$ cat src/rtl/axi_b_resp_gen.sv
// axi_b_resp_gen: slave-side AXI write-response (B channel) generator.
// Accepts AW into a FIFO and counts W bursts to WLAST, folding beat errors.
// Pairs AW entries with completed bursts in order and issues one registered B each.
// Ports:
//   aclk, areset           clock, synchronous active-high reset
//   awvalid/awready        AW handshake; awid, awuser captured into the AW FIFO
//   wvalid/wready          W handshake; wready = sink_ready & burst FIFO not full
//   wlast, werr            burst end marker and per-beat sink error
//   sink_ready             downstream sink can take a W beat
//   bvalid/bready          B handshake; bid, bresp, buser registered
//   idle                   nothing queued, no error pending, no B outstanding
module axi_b_resp_gen #(
  parameter int ID_WIDTH   = 4,
  parameter int USER_WIDTH = 1,
  parameter int DEPTH      = 4
) (
  input  logic                  aclk,
  input  logic                  areset,
  input  logic                  awvalid,
  output logic                  awready,
  input  logic [ID_WIDTH-1:0]   awid,
  input  logic [USER_WIDTH-1:0] awuser,
  input  logic                  wvalid,
  output logic                  wready,
  input  logic                  wlast,
  input  logic                  werr,
  input  logic                  sink_ready,
  output logic                  bvalid,
  input  logic                  bready,
  output logic [ID_WIDTH-1:0]   bid,
  output logic [1:0]            bresp,
  output logic [USER_WIDTH-1:0] buser,
  output logic                  idle
);

  localparam int PW = $clog2(DEPTH);
  localparam int CW = PW + 1;
  localparam int EW = ID_WIDTH + USER_WIDTH;
  localparam logic [CW-1:0] FULL = CW'(DEPTH);

  typedef logic [PW-1:0] ptr_t;
  typedef logic [CW-1:0] cnt_t;

  logic [EW-1:0] aw_mem [DEPTH];
  ptr_t          aw_wp;
  ptr_t          aw_rp;
  cnt_t          aw_cnt;

  logic [DEPTH-1:0] dn_mem;
  ptr_t             dn_wp;
  ptr_t             dn_rp;
  cnt_t             dn_cnt;

  logic err_acc;

  logic aw_push;
  logic w_hs;
  logic dn_push;
  logic b_load;
  logic aw_ne;
  logic dn_ne;

  // Ready comes from registered counts only: a pop in the same cycle
  // does not open a slot until the following cycle.
  assign awready = (aw_cnt != FULL);
  assign wready  = sink_ready & (dn_cnt != FULL);

  assign aw_push = awvalid & awready;
  assign w_hs    = wvalid & wready;
  assign dn_push = w_hs & wlast;

  assign aw_ne  = (aw_cnt != '0);
  assign dn_ne  = (dn_cnt != '0);
  assign b_load = (~bvalid | bready) & aw_ne & dn_ne;

  assign idle = ~aw_ne & ~dn_ne & ~err_acc & ~bvalid;

  always_ff @(posedge aclk) begin
    if (aw_push) begin
      aw_mem[aw_wp] <= {awid, awuser};
    end
    if (dn_push) begin
      dn_mem[dn_wp] <= err_acc | werr;
    end
  end

  always_ff @(posedge aclk) begin
    if (areset) begin
      aw_wp  <= '0;
      aw_rp  <= '0;
      aw_cnt <= '0;
    end else begin
      if (aw_push) begin
        aw_wp <= aw_wp + ptr_t'(1);
      end
      if (b_load) begin
        aw_rp <= aw_rp + ptr_t'(1);
      end
      unique case ({aw_push, b_load})
        2'b10:   aw_cnt <= aw_cnt + cnt_t'(1);
        2'b01:   aw_cnt <= aw_cnt - cnt_t'(1);
        default: aw_cnt <= aw_cnt;
      endcase
    end
  end

  always_ff @(posedge aclk) begin
    if (areset) begin
      dn_wp   <= '0;
      dn_rp   <= '0;
      dn_cnt  <= '0;
      err_acc <= 1'b0;
    end else begin
      if (w_hs) begin
        // A burst's error state is consumed by its WLAST beat.
        err_acc <= wlast ? 1'b0 : (err_acc | werr);
      end
      if (dn_push) begin
        dn_wp <= dn_wp + ptr_t'(1);
      end
      if (b_load) begin
        dn_rp <= dn_rp + ptr_t'(1);
      end
      unique case ({dn_push, b_load})
        2'b10:   dn_cnt <= dn_cnt + cnt_t'(1);
        2'b01:   dn_cnt <= dn_cnt - cnt_t'(1);
        default: dn_cnt <= dn_cnt;
      endcase
    end
  end

  always_ff @(posedge aclk) begin
    if (areset) begin
      bvalid <= 1'b0;
      bid    <= '0;
      bresp  <= 2'b00;
      buser  <= '0;
    end else if (b_load) begin
      bvalid <= 1'b1;
      {bid, buser} <= aw_mem[aw_rp];
      bresp  <= dn_mem[dn_rp] ? 2'b10 : 2'b00;
    end else if (bready) begin
      bvalid <= 1'b0;
    end
  end

endmodule
$ cat config.mk
export PLATFORM = sky130hd
export DESIGN_NAME = axi_b_resp_gen
export DESIGN_NICKNAME = d
export VERILOG_FILES = /design/src/rtl/axi_b_resp_gen.sv
export SDC_FILE = /design/constraint.sdc
export NUM_CORES = 1
export LEC_CHECK = 0
export ABC_AREA = 0
export BUFFER_PORTS_ARGS = -buffer_cell sky130_fd_sc_hd__buf_2
export CORE_MARGIN = 8
export CORE_UTILIZATION = 35
export DETAILED_ROUTE_END_ITERATION = 10
export GPL_TIMING_DRIVEN = 0
export PLACE_DENSITY = 0.49
export SLEW_MARGIN = 20
export SYNTH_ARGS = -nofsm -noshare
export SYNTH_HDL_FRONTEND = slang
export SYNTH_SLANG_ARGS = --single-unit
export TNS_END_PERCENT = 30
$ cat constraint.sdc
create_clock -name aclk -period 2.5 [get_ports aclk]
set_input_delay 0.125 -clock aclk [delete_from_list [all_inputs] [get_ports aclk]]
set_output_delay 0.125 -clock aclk [all_outputs]
set_load 0.05 [all_outputs]
==> impl_metrics.csv <==
group,metric,value,unit
status,run_status,"finished, final reports clean",
critical_path,crit_path_top_delay_cell,"sky130_fd_sc_hd__fa_1",
global_route,globalRoute.totalOverflow,0,
cells_and_area,antenna_cells_inserted,0,
clocking,cts_hold_repair.buffers,0,
yosys,synth_nets,205,
clocking,cts_resized,0,
yosys,postSynthRegisterBits,46,
yosys,ys_top_cells_by_area,"sky130_fd_sc_hd__edfxtp_1, sky130_fd_sc_hd__dfxtp_1, sky130_fd_sc_hd__mux4_2",
yosys,synth_top_cells_by_count,"sky130_fd_sc_hd__edfxtp_1, sky130_fd_sc_hd__dfxtp_1, sky130_fd_sc_hd__a21oi_1, sky130_fd_sc_hd__inv_1",
placed_design,post-dp-hpwl,3290,um
placed_design,gp_routability_congestion,0.700,
clocking,worst_skew_pair.late_latency,290,ps
route,vias,1439,
route,drt_iter0_markers,106,
sta,setup_total_negative_slack,0,ps
critical_path,cp_data_required_time,2720,ps
sta,final_max_slew_viol_count,0,
floorplan,floorplan.initialDensity,36.2,%
clocking,cts_root_buffer,"sky130_fd_sc_hd__clkbuf_8",
sta,part_of_the_cycle_the_worst_path_needs,93.5,%
placed_design,placed_cell_area,2340,sq um
critical_path,slowest_delay,370,ps
route,postRouteAntennaNets,0,
yosys,summed_instance_area_of_the_synthesized_netlist,2140,sq um
cells_and_area,nets,233,
critical_path,ff2ff_path_depth,9,
global_route,grt_pass1_wl,7470,um
sta,hold_viol,0,
yosys,synth-main-ff-cell,"sky130_fd_sc_hd__edfxtp_1",
critical_path,critical_path_peak_fanout,10,
pwr,power_per_cell_area,980,nW/um^2
sta,slew_at_the_pin_closest_to_its_max_slew_limit,559,ps
cells_and_area,fin_area,2440,sq um
global_route,grt_antenna_before_repair,0,
route,vias_per_cell,5.07,
placed_design,numPortBuffers,21,
cells_and_area,drive_above_1_share,23.4,%
yosys,yosysUniqueCellTypes,36,
global_route,groute.usage.overall,11.1,%
floorplan,die_area,8890,sq um
clocking,max-clock-path-buffers,2,
min_path,hold-path-cell-count,1,
route,routedWlPerCell,16.1,um
sta,skew,7.20,ps
clocking,cts.sink_count,46,
clocking,cts_made_buffers,5,
yosys,synthesis.instances,180,
yosys,synth_top_area_share,33.6,%
critical_path,worstPathCellList,"nor2b_1 > buf_2 > nor3_2 > ha_1 > inv_1 > fa_1 > xor2_1 > or3_1 > a21oi_1",
route,drt_first_pass_iters,4,
pwr,p_leak,0.913,nW
critical_path,timing.critical_path.to_type,"flip-flop",
clocking,worst_setup_hold_path_clk_slew,90,ps
route,wirelength,4570,um
yosys,async_flop_share,0,%
sta,setup_repair_after_global_routing_missed_its_margin,"false",
yosys,synthesis.yosys.warnings,0,
yosys,syn_area_per_cell,11.9,sq um
critical_path,criticalPathCategory,"reg2reg",
min_path,timing.hold.worst.class,"in2reg",
yosys,post-synth-top-area-cell,"sky130_fd_sc_hd__edfxtp_1",
sta,max_freq,0.428,GHz
route,drcViolationCount,0,
global_route,first_global_vias,1550,
yosys,synth.most_common_cell,"sky130_fd_sc_hd__edfxtp_1",
job,cap_viol_max_count,0,
floorplan,design.portCount,24,
sta,maxSlewHeadroom,62.7,%
floorplan,fp_rows,28,
pwr,vdd_drop_max,0.549,mV
clocking,clock_tree_from_tritoncts,"done",
sta,final_setup_violation_count,0,
critical_path,critical_path.startpoint_type,"flip-flop",
yosys,ys_seq_area_share,54.1,%
global_route,maximum_number_of_pins_on_one_net_before_global_route_repair,17,
sta,min_period,2340,ps
floorplan,die_x,94.3,um
floorplan,placeableCoreArea,5920,sq um
clocking,cts-htree-levels,2,
floorplan,chipHeight,94.3,um
yosys,synth_enable_flop_cells,24,
critical_path,worstPathArrival,2560,ps
clocking,postCtsSetupBuffers,0,
cells_and_area,area.growth.synth_to_final,13.9,%
[report_power, final]
group	switching [mW]	internal (mW)	leakage, nW	total, mW
registers	0.0861	0.898	0.399	0.984
clock network	0.255	0.202	0.0447	0.457
logic	0.620	0.333	0.469	0.953
[kinds of logic after synthesis]
family,Yosys count,synth area share [%]
DFF,46,54.1
AOI/OAI and AO/OA,32,8.81
and+or+nand+nor,53,14.3
other,1,0.175
buffers and inverters,24,5.89
xor gates and xnor gates,4,1.63
adders and majority gates,12,7.70
muxes,8,7.35
[worst max-delay path, delay by kind of cell (launching register included)]
family                     cells  cell delay, ps
DFF                            1             350
xor gates and xnor gates       1             160
buffers and inverters          2             250
adders and majority gates      2             600
AOI/OAI and AO/OA              1             160
and+or+nand+nor                3             750
[per-stage QoR]
step / worst slack, ps / util, % / power [mW] / hold slack (ps) / cells
5_1_grt: 5.33 / 41.3 / 2.57 / 18.9 / 284
3_3_place_gp: 168 / 39.6 / 1.91 / 333 / 276
4_1_cts: 50.5 / 41.2 / 2.42 / 24.5 / 284
6_report: 162 / 41.3 / 2.39 / 37.9 / 284
3_5_place_dp: 72.9 / 39.6 / 1.95 / 342 / 276
2_1_floorplan: 17.2 / - / 1.71 / 224 / 180
[final cells by class]
type,instances,area [sq um]
well taps,75,93.8
plain buffers,13,85.1
flip-flops and latches,46,1160
inverters,11,41.3
clock buffers,5,68.8
clock inverters,3,25.0
multi-input cells,110,862
fillers,563,3480
repair buffers,21,105
[final timing paths]
path	startpoint	endpoint	slack (ps)
max	bvalid	dn_cnt[2]	160
min	awid[1]	aw_mem[3][2]	40
max reg2reg	bvalid	dn_cnt[2]	160
min reg2reg	bresp[1]	bresp[1]	490
[flip-flops by register name (all words and copies together), names as in the netlist]
register	count
dn_wp	2
buser	1
err_acc	1
aw_cnt	3
aw_mem	20
bid	4
aw_wp	2
dn_cnt	3
dn_rp	2
dn_mem	4
aw_rp	2
bvalid	1
bresp	1
[metal layers]
metal	part of all wire, %	up-vias	track usage, %
met5	0	-	0
met4	2.7	0	5.55
met3	5.2	9	3.44
met2	50	29	18.9
met1	42	687	12.2
li1	-	714	-
[placed cells by master (no fill, tap or decap), types with 2 or more instances in the layout]
cell,instances
sky130_fd_sc_hd__a21o_1,2
sky130_fd_sc_hd__a21oi_1,17
sky130_fd_sc_hd__and3_1,9
sky130_fd_sc_hd__buf_2,27
sky130_fd_sc_hd__buf_6,2
sky130_fd_sc_hd__clkbuf_1,2
sky130_fd_sc_hd__clkbuf_8,6
sky130_fd_sc_hd__dfxtp_1,21
sky130_fd_sc_hd__edfxtp_1,24
sky130_fd_sc_hd__fa_1,2
sky130_fd_sc_hd__ha_1,10
sky130_fd_sc_hd__inv_1,11
sky130_fd_sc_hd__mux2_1,2
sky130_fd_sc_hd__mux4_2,6
sky130_fd_sc_hd__nand3_1,5
sky130_fd_sc_hd__nand4_1,8
sky130_fd_sc_hd__nor2_1,10
sky130_fd_sc_hd__nor2b_1,3
sky130_fd_sc_hd__nor3_1,2
sky130_fd_sc_hd__nor3_2,2
sky130_fd_sc_hd__o21ai_0,4
sky130_fd_sc_hd__o31ai_1,8
sky130_fd_sc_hd__or3_1,4
sky130_fd_sc_hd__or3b_1,2
sky130_fd_sc_hd__or4_1,2
sky130_fd_sc_hd__xor2_1,4
Power figures use the tool's default switching activity.
